## config.mk

```make
export PLATFORM = sky130hd
export DESIGN_NAME = fetch_buf_d_flat
export DESIGN_NICKNAME = d
export VERILOG_FILES = /design/src/rtl/mips_pkg.sv /design/src/rtl/fetch_buf_d_if.sv /design/src/rtl/fetch_buf_mem.sv /design/src/rtl/fetch_buf_d.sv /design/src/flat_wrapper.sv
export SDC_FILE = /design/constraint.sdc
export NUM_CORES = 1
export LEC_CHECK = 0
export BUFFER_PORTS_ARGS = -buffer_cell sky130_fd_sc_hd__buf_2
export CAP_MARGIN = 30
export CORE_MARGIN = 2
export CORE_UTILIZATION = 40
export CTS_CLUSTER_DIAMETER = 120
export DETAILED_ROUTE_END_ITERATION = 10
export PLACE_DENSITY = 0.62
export SETUP_SLACK_MARGIN = 0.15
export SLEW_MARGIN = 0
export SYNTH_ARGS = -nofsm -noshare
export SYNTH_HDL_FRONTEND = slang
export SYNTH_SLANG_ARGS = --single-unit
```

## constraint.sdc

```tcl
create_clock -name clk -period 3.66 [get_ports clk]
set_clock_uncertainty 0.1 [all_clocks]
set_input_delay 0.183 -clock clk [delete_from_list [all_inputs] [get_ports clk]]
set_output_delay 0.183 -clock clk [all_outputs]
set_load 0.005 [all_outputs]
```

## src/rtl/mips_pkg.sv

```systemverilog
// Shared MIPS decode definitions: instruction field positions, the NOP
// encoding and the {pc_4, ins} entry type held by the IF/ID queue.
package mips_pkg;

  localparam int RS_HI  = 25;
  localparam int RS_LO  = 21;
  localparam int RT_HI  = 20;
  localparam int RT_LO  = 16;
  localparam int RD_HI  = 15;
  localparam int RD_LO  = 11;
  localparam int SH_HI  = 10;
  localparam int SH_LO  = 6;
  localparam int IMM_HI = 15;
  localparam int IMM_LO = 0;
  localparam int J_HI   = 25;
  localparam int J_LO   = 0;

  localparam logic [31:0] NOP_INS = 32'h0;

  // One queue entry as it appears at the default widths.
  typedef struct packed {
    logic [29:0] pc_4;
    logic [31:0] ins;
  } fetch_entry_t;

endpackage

```

## src/rtl/fetch_buf_d_if.sv

```systemverilog
// Bundle of fetch-side handshake and decode-side outputs of the IF/ID queue.
// master = fetch/decode environment, slave = the queue itself.
interface fetch_buf_d_if #(
  parameter int DEPTH = 4,
  parameter int INS_W = 32,
  parameter int PC_W  = 30,
  parameter int CNT_W = $clog2(DEPTH) + 1
);

  logic             in_valid;
  logic             in_ready;
  logic [INS_W-1:0] ins_i;
  logic [PC_W-1:0]  pc_4_i;
  logic             flush;
  logic             stop_D;
  logic             valid_D;
  logic [INS_W-1:0] ins_D;
  logic [PC_W-1:0]  pc_4_D;
  logic [4:0]       rs_D;
  logic [4:0]       rt_D;
  logic [4:0]       rd_D;
  logic [4:0]       s_D;
  logic [15:0]      imm_D;
  logic [25:0]      j_D;
  logic [CNT_W-1:0] count;

  modport master (
    output in_valid, ins_i, pc_4_i, flush, stop_D,
    input  in_ready, valid_D, ins_D, pc_4_D, rs_D, rt_D, rd_D, s_D, imm_D, j_D, count
  );

  modport slave (
    input  in_valid, ins_i, pc_4_i, flush, stop_D,
    output in_ready, valid_D, ins_D, pc_4_D, rs_D, rt_D, rd_D, s_D, imm_D, j_D, count
  );

endinterface

```

## src/rtl/fetch_buf_mem.sv

```systemverilog
// Entry storage for the IF/ID queue: synchronous write, combinational read
// so the head entry falls through to decode without an extra cycle.
module fetch_buf_mem #(
  parameter int DEPTH = 4,
  parameter int W     = 62,
  parameter int AW    = $clog2(DEPTH)
) (
  input  logic          clk,
  input  logic          wr_en,
  input  logic [AW-1:0] wr_addr,
  input  logic [W-1:0]  wr_data,
  input  logic [AW-1:0] rd_addr,
  output logic [W-1:0]  rd_data
);

  logic [W-1:0] mem_reg [DEPTH];

  // Write the tail entry; contents are deliberately not reset.
  always_ff @(posedge clk) begin
    if (wr_en) begin
      mem_reg[wr_addr] <= wr_data;
    end
  end

  // Head entry is read asynchronously.
  always_comb begin
    rd_data = mem_reg[rd_addr];
  end

endmodule

```

## src/rtl/fetch_buf_d.sv

```systemverilog
// IF/ID boundary: DEPTH-entry first-word-fall-through queue of {pc_4, ins}
// with a valid/ready handshake toward fetch, a redirect flush, and decode
// field slicing of the head. An empty queue presents a NOP bubble.
module fetch_buf_d
  import mips_pkg::*;
#(
  parameter int DEPTH = 4,
  parameter int INS_W = 32,
  parameter int PC_W  = 30,
  parameter int CNT_W = $clog2(DEPTH) + 1
) (
  input  logic        clk,
  input  logic        rst,
  fetch_buf_d_if.slave bus
);

  localparam int PTR_W = $clog2(DEPTH);
  localparam int ENT_W = PC_W + INS_W;

  logic [PTR_W-1:0] head_reg;
  logic [PTR_W-1:0] tail_reg;
  logic [CNT_W-1:0] count_reg;

  logic             full;
  logic             valid;
  logic             enq;
  logic             deq;
  logic             wr_en;
  logic [ENT_W-1:0] head_entry;
  logic [INS_W-1:0] ins_masked;
  logic [PC_W-1:0]  pc_masked;

  // Handshake terms; in_ready looks only at occupancy, never at stop_D.
  always_comb begin
    full  = (count_reg == CNT_W'(DEPTH));
    valid = (count_reg != '0);
    enq   = bus.in_valid & ~full;
    deq   = valid & ~bus.stop_D;
    wr_en = enq & ~bus.flush & ~rst;
  end

  fetch_buf_mem #(
    .DEPTH (DEPTH),
    .W     (ENT_W)
  ) u_mem (
    .clk     (clk),
    .wr_en   (wr_en),
    .wr_addr (tail_reg),
    .wr_data ({bus.pc_4_i, bus.ins_i}),
    .rd_addr (head_reg),
    .rd_data (head_entry)
  );

  // Pointer and occupancy update; reset beats flush, flush beats enq/deq.
  always_ff @(posedge clk) begin
    if (rst) begin
      head_reg  <= '0;
      tail_reg  <= '0;
      count_reg <= '0;
    end else if (bus.flush) begin
      head_reg  <= '0;
      tail_reg  <= '0;
      count_reg <= '0;
    end else begin
      if (deq) head_reg <= head_reg + PTR_W'(1);
      if (enq) tail_reg <= tail_reg + PTR_W'(1);
      case ({enq, deq})
        2'b10:   count_reg <= count_reg + CNT_W'(1);
        2'b01:   count_reg <= count_reg - CNT_W'(1);
        default: count_reg <= count_reg;
      endcase
    end
  end

  // Present the head entry, forced to a NOP bubble when empty.
  always_comb begin
    ins_masked = valid ? head_entry[INS_W-1:0] : INS_W'(NOP_INS);
    pc_masked  = valid ? head_entry[ENT_W-1:INS_W] : '0;
  end

  // Decode-side outputs; fields are slices of the masked instruction.
  always_comb begin
    bus.in_ready = ~full;
    bus.valid_D  = valid;
    bus.ins_D    = ins_masked;
    bus.pc_4_D   = pc_masked;
    bus.rs_D     = ins_masked[RS_HI:RS_LO];
    bus.rt_D     = ins_masked[RT_HI:RT_LO];
    bus.rd_D     = ins_masked[RD_HI:RD_LO];
    bus.s_D      = ins_masked[SH_HI:SH_LO];
    bus.imm_D    = ins_masked[IMM_HI:IMM_LO];
    bus.j_D      = ins_masked[J_HI:J_LO];
    bus.count    = count_reg;
  end

endmodule

```

## src/flat_wrapper.sv

```systemverilog
// flat-port wrapper written by rule: the top's interface ports become plain ports
module fetch_buf_d_flat import mips_pkg::*;
#(
  parameter int DEPTH = 4,
  parameter int INS_W = 32,
  parameter int PC_W  = 30,
  parameter int CNT_W = $clog2(DEPTH) + 1
)
  (clk, rst, bus_in_valid, bus_ins_i, bus_pc_4_i, bus_flush, bus_stop_D, bus_in_ready, bus_valid_D, bus_ins_D, bus_pc_4_D, bus_rs_D, bus_rt_D, bus_rd_D, bus_s_D, bus_imm_D, bus_j_D, bus_count);
  fetch_buf_d_if #(.DEPTH(DEPTH), .INS_W(INS_W), .PC_W(PC_W), .CNT_W(CNT_W)) bus_i ();
  input  logic clk;
  input  logic rst;
  input wire logic [$bits(bus_i.in_valid)-1:0] bus_in_valid;
  input wire logic [$bits(bus_i.ins_i)-1:0] bus_ins_i;
  input wire logic [$bits(bus_i.pc_4_i)-1:0] bus_pc_4_i;
  input wire logic [$bits(bus_i.flush)-1:0] bus_flush;
  input wire logic [$bits(bus_i.stop_D)-1:0] bus_stop_D;
  output wire logic [$bits(bus_i.in_ready)-1:0] bus_in_ready;
  output wire logic [$bits(bus_i.valid_D)-1:0] bus_valid_D;
  output wire logic [$bits(bus_i.ins_D)-1:0] bus_ins_D;
  output wire logic [$bits(bus_i.pc_4_D)-1:0] bus_pc_4_D;
  output wire logic [$bits(bus_i.rs_D)-1:0] bus_rs_D;
  output wire logic [$bits(bus_i.rt_D)-1:0] bus_rt_D;
  output wire logic [$bits(bus_i.rd_D)-1:0] bus_rd_D;
  output wire logic [$bits(bus_i.s_D)-1:0] bus_s_D;
  output wire logic [$bits(bus_i.imm_D)-1:0] bus_imm_D;
  output wire logic [$bits(bus_i.j_D)-1:0] bus_j_D;
  output wire logic [$bits(bus_i.count)-1:0] bus_count;
  assign bus_i.in_valid = bus_in_valid;
  assign bus_i.ins_i = bus_ins_i;
  assign bus_i.pc_4_i = bus_pc_4_i;
  assign bus_i.flush = bus_flush;
  assign bus_i.stop_D = bus_stop_D;
  assign bus_in_ready = bus_i.in_ready;
  assign bus_valid_D = bus_i.valid_D;
  assign bus_ins_D = bus_i.ins_D;
  assign bus_pc_4_D = bus_i.pc_4_D;
  assign bus_rs_D = bus_i.rs_D;
  assign bus_rt_D = bus_i.rt_D;
  assign bus_rd_D = bus_i.rd_D;
  assign bus_s_D = bus_i.s_D;
  assign bus_imm_D = bus_i.imm_D;
  assign bus_j_D = bus_i.j_D;
  assign bus_count = bus_i.count;
  fetch_buf_d #(.DEPTH(DEPTH), .INS_W(INS_W), .PC_W(PC_W), .CNT_W(CNT_W)) u_core (.clk(clk), .rst(rst), .bus(bus_i));
endmodule
```

Word-level counts from Yosys, hierarchy flattened:

Memories as Yosys holds them, arrays and structs flattened. A register that Yosys moved wholly into a read port is not among the register bits.
Cells that the tools add are included.

* bits in registers: 7
* memory bits (writable): 248
* input bits: 67
* output and inout bits: 129
* logic and storage cells: 29
* memories kept: 1

* $add $sub $neg: 4
* equal/unequal tests: 3
* mux-type cells: 7
* bitwise operators: 8
* reductions and logical operators: 3

Memories
* u_core.u_mem.mem_reg: depth 4, width 62, rd ports 1, clocked after Yosys merged registers in 1, write ports 1, line fetch_buf_mem.sv:16 `logic [W-1:0] mem_reg [DEPTH];`

Operators with widths (count)
* 2-to-1 mux 32 bit: 1
* 2-to-1 mux 30 bit: 1
* one-hot mux 3 bit (2 select lines): 1
* adder 2 x 1 -> 2 bit (second input constant): 2
* AND 1 bit: 4
* 2-to-1 mux 2 bit: 2
* NOT 1 bit: 4
* adder 3 x 1 -> 3 bit (second input constant): 1
* == test 3 bit (second input constant): 1
* nonzero test 3 bit: 1
* subtractor 3 x 1 -> 3 bit (second input constant): 1
* == test 2 x 1 -> 1 bit (second input constant): 1
* == test 2 bit (second input constant): 1
* 2-to-1 mux 1 bit: 2
* nonzero test 2 bit: 1
* OR reduction 2 bit: 1

Depth between registers and ports, before layout:

Gate-level depths: netlist of run 1.

* word-level depth: 7
* mapped depth: 9
* depth with buffers taken out: 9

By module:

Synthesis of run 1 repeated with hierarchy kept, for this count alone.

* cells, all modules: 503
* area, all modules: 10363.7 µm²

Modules (own cells, without submodules)
* fetch_buf_mem: times used 1, cells each 328, area an instance 9047.4 µm², sequential area each 7447.1 µm²
* fetch_buf_d: times used 1, cells each 175, area an instance 1316.3 µm², sequential area each 140.1 µm²

Least setup slack after synthesis of run 1:

OpenSTA, ideal clock, no wires.

* kind: flip-flop to flip-flop
* start point: register u_core.count_reg[0] (netlist: u_core.bus.count[0])
* end point: memory u_core.u_mem.mem_reg[0][0] (enable)
* library setup time: 0.427 ns
* data arrival time: 2.289 ns
* required time: 3.133 ns
* setup slack: 0.844 ns
* cell stages (with the launch flop): 4
* path buffers: 0
* period minus slack after synthesis: 2.816 ns
* path through: dfxtp_1 or3b_1 and2_4 and3_1

* word-level cells in the longest chain between the ends: 7

RTL lines
* from (decl): line fetch_buf_d.sv:22 `logic [CNT_W-1:0] count_reg;`
* from (signal assigned): line fetch_buf_d.sv:68 `2'b10: count_reg <= count_reg + CNT_W'(1);`
* from (signal assigned): line fetch_buf_d.sv:69 `2'b01: count_reg <= count_reg - CNT_W'(1);`
* from (signal assigned): line fetch_buf_d.sv:70 `default: count_reg <= count_reg;`
* == test 3 bit: line fetch_buf_d.sv:35 `full = (count_reg == CNT_W'(DEPTH));`
* NOT 1 bit
* via bus_in_ready: line flat_wrapper.sv:18 `output wire logic [$bits(bus_i.in_ready)-1:0] bus_in_ready;`
* AND 1 bit: line fetch_buf_d.sv:37 `enq = bus.in_valid & ~full;`
* AND 1 bit (2 in a row): line fetch_buf_d.sv:39 `wr_en = enq & ~bus.flush & ~rst;`
* 2-to-1 mux 1 bit: line fetch_buf_mem.sv:20 `if (wr_en) begin`
* 2-to-1 mux 1 bit (not written as such): line fetch_buf_mem.sv:21 `mem_reg[wr_addr] <= wr_data;`
* to (decl): line fetch_buf_mem.sv:16

The timed path passes the listed nets, and every way through them passes these cells.

==> results of run 1 <==
## cell families (layout without fill, tap and decap cells)
| kind of cell | count (synthesis) | count (layout) | share of synthesized area (%) |
|---|---|---|---|
| DFF | 257 | 257 | 73.5 |
| buffers and inverters | 90 | 328 | 6.58 |
| and+or+nand+nor | 82 | 82 | 4.88 |
| muxes | 62 | 62 | 13.5 |
| AOI/OAI and AO/OA | 10 | 10 | 0.555 |
| adders and majority gates | 6 | 6 | 0.796 |
| xor gates and xnor gates | 2 | 2 | 0.169 |
## metal layers
metal  GRT usage [%]  share of wire, %  wire length, um  vias to the layer above
met3            2.82               4.9              965                       34
met2            25.5                52            10200                      139
li1                -                 -                -                     2368
met4            3.87               2.0              386                        2
met1            18.0                41             8130                     2676
met5               0             0.066               13                        -
## cell usage in the layout, fill, tap and decap left out, types with 6 or more instances in the layout
cell type	count
edfxtp_1	248
buf_2	195
dlygate4sd3_1	70
and2_1	62
mux4_2	60
clkbuf_16	27
clkbuf_1	7
clkinv_1	7
dfxtp_1	7
inv_1	6
## power by group through the flow
| stage | Sequential, mW | Combinational (mW) | Clock (mW) |
|---|---|---|---|
| after floorplan | 3.33 | 0.202 | 0 |
| after global placement | 3.33 | 0.310 | 0 |
| after detailed placement | 3.33 | 0.330 | 0 |
| after CTS | 3.27 | 0.390 | 2.57 |
| after global routing | 3.27 | 0.425 | 2.69 |
| final | 3.27 | 0.381 | 2.50 |
## critical path: stages (launching register included)
cell,delay [ps]
dfxtp_4,450
buf_4,460
mux4_1,660
and2_1,180
buf_2,120
## layout make-up
class	instances	area [um2]
clock buffers	34	702
multi-input cells	162	2090
inverters	7	26.3
clock inverters	15	109
flip-flops and latches	257	7630
well taps	330	413
fillers	2065	12500
repair buffers	272	1830
## worst paths after layout
| check | startpoint | end | slack [ps] | cells past startpoint |
|---|---|---|---|---|
| setup reg to reg | u_core.bus.count[2]$_SDFFE_PP0P_ | u_core.bus.count[2]$_SDFFE_PP0P_ | 1090 | 9 |
| setup / recovery | flop | bus_ins_D[28] | 940 | 4 |
| hold reg to reg | u_core.head_reg[1]$_SDFFE_PP0P_ | flop | 380 | 2 |
| hold / removal | bus_pc_4_i[19] | u_core.u_mem.mem_reg[0][51]$_DFFE_PP_ | 290 | 2 |
==> metrics.md, run 1 <==
| Metric | Value |
|---|---|
| FP Rows | `58` |
| Syn Inst Count | `509` |
| Core Footprint | `25300 um2` |
| Post-layout util | `50.6%` |
| Diode count | `0` |
| Fmax | `368 MHz` |
| Final Cycle Share | `74.3%` |
| Slew Viols, Final | `0` |
| Die ar. | `27300 um2` |
| Leakage | `4.64 nW` |
| Clk root buf | `clkbuf_16` |
| Vias in the first global route | `5635` |
| Via count | `5219` |
| Startpoint Class | `flop` |
| Switching Share | `20.5%` |
| Fin nets | `800` |
| Mapped Area | `10400 um2` |
| Pwr dens | `480 nW/um2` |
| Drt pass-1 iters | `4` |
| Switching power | `1.26 mW` |
| Post-Route WL | `19700 um` |
| WL/cell | `18.3 um` |
| Buffers on Ports | `195` |
| Initial Util | `41.0%` |
| Worst-path clk slew | `60 ps` |
| Maximum level of the CTS H-tree | `1` |
| Min Hold Slack | `289 ps` |
| CTS tree | `built` |
| Num CTS Buffers | `27` |
| RSZ-0062 raised after global routing | `false` |
| Top post-synthesis cells by area | `edfxtp_1 (72%), mux4_2 (13%), buf_4 (4.5%)` |
| Status | `finished clean` |
| Most frequent cell after synthesis | `edfxtp_1` |
| Share of layout cells above drive strength 1 | `41.2%` |
| Worst-margin pin slew | `952 ps` |
| Hold-fix buffers, CTS | `70` |
| Layout Cells excl Fill | `1077` |
| I/O pin count | `196` |
| First-pass GRT wire length | `30000 um` |
| Area share of the largest cell type after synthesis | `71.8%` |
| Die Wd | `165 um` |
| CTS Buffer Depth | `3` |
| Clock Latency Late Sink | `530 ps` |
| Setup_tns | `0 ps` |
| Seq/Total Area, Yosys | `73.5%` |
| Number of synthesized register bits | `257` |
| Finished Cell Area | `12800 um2` |
| Vias per inst | `4.85` |
| DP Area | `11300 um2` |
| Peak VDD IR | `0.227 mV` |
| Unique masters post-synth | `27` |
| Syn Area/Cell | `20.4 um2` |
| Final Hold Vio Count | `0` |
| Syn_nets | `582` |
| Total track usage | `14.3%` |
| Placed cell count | `958` |
| Clock sinks | `257` |
| Area leader, netlist | `edfxtp_1` |
| Hold Path Class | `input pin to flop` |
| # setup viols final | `0` |
| Top post-synthesis cells by count | `edfxtp_1 (248), and2_1 (62), buf_4 (62), mux4_2 (60), dfxtp_1 (9)` |
| Global route overflow | `0` |
| Combinational Power Share | `6.2%` |
| DPL Wire Length | `11500 um` |
| Setup CP Type | `flop to output pin` |
| Top_reg_cell synth | `edfxtp_1` |
| Area delta synth->final | `23.4%` |
| Reg power frac | `53.2%` |
| Worst EP arrival | `2440 ps` |
| CTS resizes | `0` |
| Final worst slack | `941 ps` |
| Largest net degree at the start of global routing | `63` |
| DR DRC count | `0` |
| Clock share of power | `40.6%` |
| Ys async rst share | `0%` |
| ANT nets after route | `0` |
| Pre-CTS WS | `1120 ps` |
| Final Wtd Congestion | `0.672` |
| Initial antenna violation count | `1` |
| CP required | `3380 ps` |
| Tot Pwr | `6.15 mW` |
| Cell Int Power | `4.89 mW` |
| Post-synth EDFFs | `248` |
| CP endpoint kind | `output pin` |
| Max FO, Critical Path | `24` |
| DRT iter0 DRCs | `238` |
| Fin crit period | `2720 ps` |
| Die Y-Extent | `165 um` |
| Yosys warns | `0` |
| Worst rel slew slack | `36.6%` |
| Max Cap Viol | `0` |
| Post-CTS Setup Bufs | `0` |
| Max reg flops | `248` |
No activity file was read; power rests on OpenSTA's default activity.
==> inputs of run 2 (changes only) <==
--- a/config.mk
+++ b/config.mk
@@ -5,13 +5,14 @@
 export SDC_FILE = /design/constraint.sdc
 export NUM_CORES = 1
 export LEC_CHECK = 0
+export ABC_AREA = 1
 export BUFFER_PORTS_ARGS = -buffer_cell sky130_fd_sc_hd__buf_2
 export CAP_MARGIN = 30
 export CORE_MARGIN = 2
 export CORE_UTILIZATION = 40
 export CTS_CLUSTER_DIAMETER = 120
 export DETAILED_ROUTE_END_ITERATION = 10
-export PLACE_DENSITY = 0.62
+export PLACE_DENSITY = 0.64
 export SETUP_SLACK_MARGIN = 0.15
 export SLEW_MARGIN = 0
 export SYNTH_ARGS = -nofsm -noshare
==> constraint.sdc (replaced) <==
create_clock -name clk -period 2.3 [get_ports clk]
set_clock_uncertainty 0.1 [all_clocks]
set_input_delay 0.115 -clock clk [delete_from_list [all_inputs] [get_ports clk]]
set_output_delay 0.115 -clock clk [all_outputs]
set_load 0.005 [all_outputs]
==> metrics.md, run 2 <==
| Metric | Value |
|---|---|
| Status | `finished clean` |
| Top post-synthesis cells by count | `nand2_1 (258), edfxtp_1 (248), nor2_1 (137), a21oi_1 (68), buf_4 (67)` |
| Share of layout cells above drive strength 1 | `27.7%` |
| Pre-CTS WS | `323 ps` |
| Clock share of power | `39.6%` |
| Final Wtd Congestion | `0.731` |
| Via count | `7336` |
| Unique masters post-synth | `20` |
| Fin nets | `1224` |
| Area share of the largest cell type after synthesis | `69.4%` |
| Number of synthesized register bits | `257` |
| Syn_nets | `997` |
| Slew Viols, Final | `0` |
| Setup_tns | `0 ps` |
| DRT iter0 DRCs | `484` |
| Max FO, Critical Path | `29` |
| Largest net degree at the start of global routing | `63` |
| Drt pass-1 iters | `5` |
| Fin crit period | `2100 ps` |
| Leakage | `5.64 nW` |
| Final Cycle Share | `91.3%` |
| CTS Buffer Depth | `3` |
| Fill cell total of the finished layout | `2217` |
| Seq/Total Area, Yosys | `71.1%` |
| Syn Area/Cell | `11.6 um2` |
| Clock sinks | `257` |
| DPL Wire Length | `12300 um` |
| Mapped Area | `10700 um2` |
| Syn Inst Count | `924` |
| RSZ-0062 raised after global routing | `true` |
| Multi-input logic area | `2470 um2` |
| Worst rel slew slack | `72.2%` |
| Clock Latency Late Sink | `510 ps` |
| Final worst slack | `199 ps` |
| CP required | `2090 ps` |
| Initial antenna violation count | `1` |
| Area delta synth->final | `29.9%` |
| Clk root buf | `clkbuf_16` |
| Initial Util | `41.0%` |
| WL/cell | `18.2 um` |
| Peak VDD IR | `0.485 mV` |
| ANT nets after route | `0` |
| Num CTS Buffers | `27` |
| Finished Cell Area | `13900 um2` |
| Top_reg_cell synth | `edfxtp_1` |
| Area leader, netlist | `edfxtp_1` |
| Commonest non-fill, non-tap cell in the layout | `nand2_1` |
| Die ar. | `28200 um2` |
| Startpoint Class | `flop` |
| Hold Path Class | `input pin to flop` |
| Die Y-Extent | `168 um` |
| Maximum level of the CTS H-tree | `1` |
| Reg power frac | `51.1%` |
| Pwr dens | `731 nW/um2` |
| Post-Route WL | `27400 um` |
| FP Rows | `59` |
| DP Area | `11700 um2` |
| Worst EP arrival | `1890 ps` |
| Max Cap Viol | `0` |
| Buffers on Ports | `195` |
| CTS tree | `built` |
| Yosys warns | `0` |
| Total track usage | `17.0%` |
| Die Wd | `168 um` |
| I/O pin count | `196` |
| Worst-path clk slew | `60 ps` |
| Top post-synthesis cells by area | `edfxtp_1 (69%), nand2_1 (9.0%), nor2_1 (4.8%)` |
| Combinational Power Share | `9.3%` |
| Core Footprint | `26200 um2` |
| Ys async rst share | `0%` |
| DR DRC count | `0` |
| Setup CP Type | `flop to output pin` |
| Vias per inst | `4.87` |
| Fmax | `476 MHz` |
| Switching Share | `22.1%` |
| Register area | `7640 um2` |
| Worst-margin pin slew | `417 ps` |
| Final Hold Vio Count | `0` |
| First-pass GRT wire length | `37500 um` |
| Min Hold Slack | `204 ps` |
| Cell Int Power | `7.94 mW` |
| CP endpoint kind | `output pin` |
| Vias in the first global route | `6837` |
| Most frequent cell after synthesis | `nand2_1` |
| Global route overflow | `0` |
| Post-synth EDFFs | `248` |
| Commonest non-fill, non-tap cells in the layout | `nand2_1 (258), edfxtp_1 (248), buf_2 (195), nor2_1 (132), dlygate4sd3_1 (68)` |
| # setup viols final | `0` |
| Max reg flops | `248` |
| Switching power | `2.25 mW` |
## run 2: power by group through the flow
stage | Combinational, mW | Clock, mW | Sequential [mW]
2_1_floorplan | 0.444 | 0 | 5.31
3_3_place_gp | 0.688 | 0 | 5.30
3_5_place_dp | 0.698 | 0 | 5.31
4_1_cts | 0.826 | 4.10 | 5.21
5_1_grt | 1.03 | 4.31 | 5.21
6_report | 0.952 | 4.04 | 5.21
## run 2: path summary, 6_finish.rpt
| kind | start | to | slack [ps] | cells past startpoint |
|---|---|---|---|---|
| worst min-delay path | rst | u_core.u_mem.mem_reg[3][40]$_DFFE_PP_ | 200 | 5 |
| worst min register to register | u_core.head_reg[1]$_SDFFE_PP0P_ | flop | 440 | 2 |
| worst max-delay path | flop | bus_rt_D[1] | 200 | 6 |
| worst max register to register | u_core.bus.count[2]$_SDFFE_PP0P_ | u_core.bus.count[2]$_SDFFE_PP0P_ | 300 | 13 |
## run 2: through the flow
step	utilization (%)	std cells	power, mW
floorplan	-	924	5.75
global placement	44.6	1363	5.99
detailed placement	44.6	1363	6.00
CTS	51.1	1487	10.1
global route	53.2	1506	10.6
finish	53.2	1506	10.2
## run 2: repair_timing
action	4_1_cts	5_1_grt
pin swaps	0	7
endpoints found under the setup margin	124	126
buffers inserted	2	7
cloned	6	11
hold buffers	68	0
resized for setup	17	66
endpoints found under the hold margin	257	0
## run 2: area by class of cell
type | count | share of cell area (%)
Sequential cell | 257 | 54.8
Multi-Input combinational cell | 541 | 17.7
Timing Repair Buffer | 303 | 17.4
Clock buffer | 36 | 5.23
Tap cell | 335 | 3.01
Inverter | 18 | 0.879
Clock inverter | 12 | 0.664
Timing Repair inverter | 3 | 0.260
Antenna cell | 1 | 0.0179
## run 2: worst max-delay path, cell delays in order (launching register included)
cell	delay (ps)
dfxtp_4	370
buf_8	170
buf_4	170
clkinv_8	140
o21ai_0	270
a21oi_2	110
buf_2	140
## run 2: cell families (layout without fill, tap and decap cells)
kind of cell,after synthesis,count (layout),share of synthesized area [%]
compound gates,132,132,6.15
fa+ha+maj,6,6,0.769
buf+inv,126,372,7.75
flops,257,257,71.1
other cells,0,1,0
simple gates,403,403,14.3
## run 2: per-layer routing
| metal | share of wire (%) | up-vias | global-route usage [%] |
|---|---|---|---|
| li1 | - | 3542 | - |
| met1 | 43 | 3546 | 22.8 |
| met2 | 50 | 212 | 29.7 |
| met3 | 5.0 | 36 | 2.23 |
| met4 | 1.6 | 0 | 4.05 |
| met5 | 0 | - | 0 |
==> inputs of run 3 (changes only) <==
==> constraint.sdc (replaced) <==
create_clock -name clk -period 1.85 [get_ports clk]
set_clock_uncertainty 0.1 [all_clocks]
set_input_delay 0.0925 -clock clk [delete_from_list [all_inputs] [get_ports clk]]
set_output_delay 0.0925 -clock clk [all_outputs]
set_load 0.005 [all_outputs]
==> metrics.md, run 3 (same netlist as run 2, synthesis figures left out) <==
| Metric | Value |
|---|---|
| Initial antenna violation count | `0` |
| Commonest non-fill, non-tap cells in the layout | `edfxtp_1 (248), nand2_1 (240), buf_2 (195), nor2_1 (110), dlygate4sd3_1 (66)` |
| Critical Path Max Stage Delay | `370 ps` |
| Clock sinks | `257` |
| Final Cycle Share | `115%` |
| Commonest non-fill, non-tap cell in the layout | `edfxtp_1` |
| FP Rows | `59` |
| DR DRC count | `0` |
| Fin nets | `1300` |
| Post-layout util | `59.1%` |
| Final Wtd Congestion | `0.748` |
| Setup CP Type | `flop to output pin` |
| Die Wd | `168 um` |
| CTS Buffer Depth | `3` |
| Max Cap Viol | `0` |
| Final worst slack | `-278 ps` |
| Max FO, Critical Path | `15` |
| Failing checks | `setup timing` |
| Via count | `7815` |
| Share of layout cells above drive strength 1 | `37.0%` |
| DPL Wire Length | `13700 um` |
| Fmax | `470 MHz` |
| CTS tree | `built` |
| Setup_tns | `-21140 ps` |
| Clock Latency Late Sink | `530 ps` |
| Total track usage | `18.0%` |
| Finished Cell Area | `15500 um2` |
| CP endpoint kind | `output pin` |
| Buffer and inverter count on the worst path | `5` |
| Status | `finished, violations left` |
| Crit Reg-Reg Startpoint | `u_core.bus.count[1]$_SDFFE_PP0P_` |
| WL/cell | `19.0 um` |
| Worst-path clk slew | `60 ps` |
| Die ar. | `28200 um2` |
| I/O pin count | `196` |
| Worst-margin pin slew | `305 ps` |
| # setup viols final | `124` |
| Global route overflow | `0` |
| Hold_sp | `bus_ins_i[29]` |
| Fill cell total of the finished layout | `2016` |
| RSZ-0062 raised after global routing | `true` |
| Maximum level of the CTS H-tree | `1` |
| Clk root buf | `clkbuf_16` |
| Slew Viols, Final | `0` |
| Pwr dens | `854 nW/um2` |
| Leakage | `6.29 nW` |
| Worst EP arrival | `1940 ps` |
| Num CTS Buffers | `28` |
| CP dominant cell by count | `buf_12` |
| Initial Util | `41.0%` |
| Die Y-Extent | `168 um` |
| Diode count | `0` |
| Family with the most delay on the worst path | `buffers and inverters` |
| Core Footprint | `26200 um2` |
| Final Hold Vio Count | `0` |
| Drt pass-1 iters | `5` |
| Buffers on Ports | `195` |
| CP cell instances | `buf_12 > inv_16 > buf_12 > buf_16 > o21ai_0 > a21oi_2 > buf_2` |
| Hold Path Class | `input pin to flop` |
| Worst rel slew slack | `79.6%` |
| DP Area | `11900 um2` |
| Vias in the first global route | `7223` |
| Fin crit period | `2130 ps` |
| Post-Route WL | `30100 um` |
| ANT nets after route | `0` |
| Peak VDD IR | `0.615 mV` |
| Area delta synth->final | `44.4%` |
| DRT iter0 DRCs | `512` |
| Slowest cell on crit path | `dfxtp_4` |
| Largest net degree at the start of global routing | `39` |
| Max reg flops | `248` |
| Vias per inst | `4.94` |
| Startpoint Class | `flop` |
| CP required | `1660 ps` |
| First-pass GRT wire length | `39500 um` |
-- run 3: cell count changes in the layout (fill, tap and decap cells not counted), sizes merged --
| cell | before | now |
|---|---|---|
| clkbuf | 45 | 58 |
| buf | 226 | 292 |
| diode | 1 | 0 |
| bufinv | 1 | 2 |
| dlygate4sd3 | 68 | 66 |
| inv | 19 | 18 |
-- run 3: per-layer routing --
layer | vias to the layer above | wire, um | GRT usage (%)
met5 | - | 0 | 0
met4 | 0 | 663 | 4.99
met3 | 51 | 1580 | 2.77
met2 | 264 | 15000 | 31.4
met1 | 3778 | 12800 | 23.6
li1 | 3722 | - | -
-- run 3: report_power, final --
part           leakage, nW  internal (mW)  switching [mW]
Clock                0.426           3.13            2.19
Combinational         3.55          0.700           0.742
Sequential            2.32           6.45          0.0233
Total                 6.29           10.3            2.96
-- run 3: final timing paths --
path	endpoint	slack (ps)	depth (start not counted)
hold reg to reg	u_core.head_reg[0]$_SDFFE_PP0P_	390	2
hold / removal	u_core.u_mem.mem_reg[2][29]$_DFFE_PP_	210	2
setup reg to reg	u_core.u_mem.mem_reg[3][30]$_DFFE_PP_	20	8
setup / recovery	bus_pc_4_D[3]	-280	7
-- run 3: cell type report --
type,instances,area [um2],area share [%]
sequential,257,7640,49.3
timing repair buffer,380,3760,24.2
multi-input combinational,541,2690,17.3
clock buffer,36,752,4.85
tap,335,419,2.70
clock inverter,14,125,0.807
inverter,18,98.8,0.638
timing repair inverter,1,16.3,0.105
-- run 3: metrics by stage --
step / std cells / hold WS [ps] / worst slack [ps] / power [mW]
2_1_floorplan: 924 / 91.4 / -287 / 7.15
3_3_place_gp: 1381 / 209 / 108 / 7.48
3_5_place_dp: 1381 / 209 / 78.2 / 7.50
4_1_cts: 1535 / 173 / -248 / 13.1
5_1_grt: 1582 / 215 / -354 / 13.6
6_report: 1582 / 211 / -278 / 13.2
-- run 3: worst reg2reg max path: stages, from the launching register on --
cell,delay [ps]
dfxtp_2,350
inv_4,40
buf_6,110
nand3_4,90
buf_6,110
nand3_4,140
nor2_4,230
buf_12,180
buf_16,170
-- run 3: what timing repair did --
item                                    in CTS  in global routing
hold buffers                                66                  0
cloned                                      12                 32
hold endpoints to repair                   257                  0
endpoints found under the setup margin     125                377
buffers inserted                            26                 15
gates resized for setup                    145                 72
pin swaps                                   33                 42
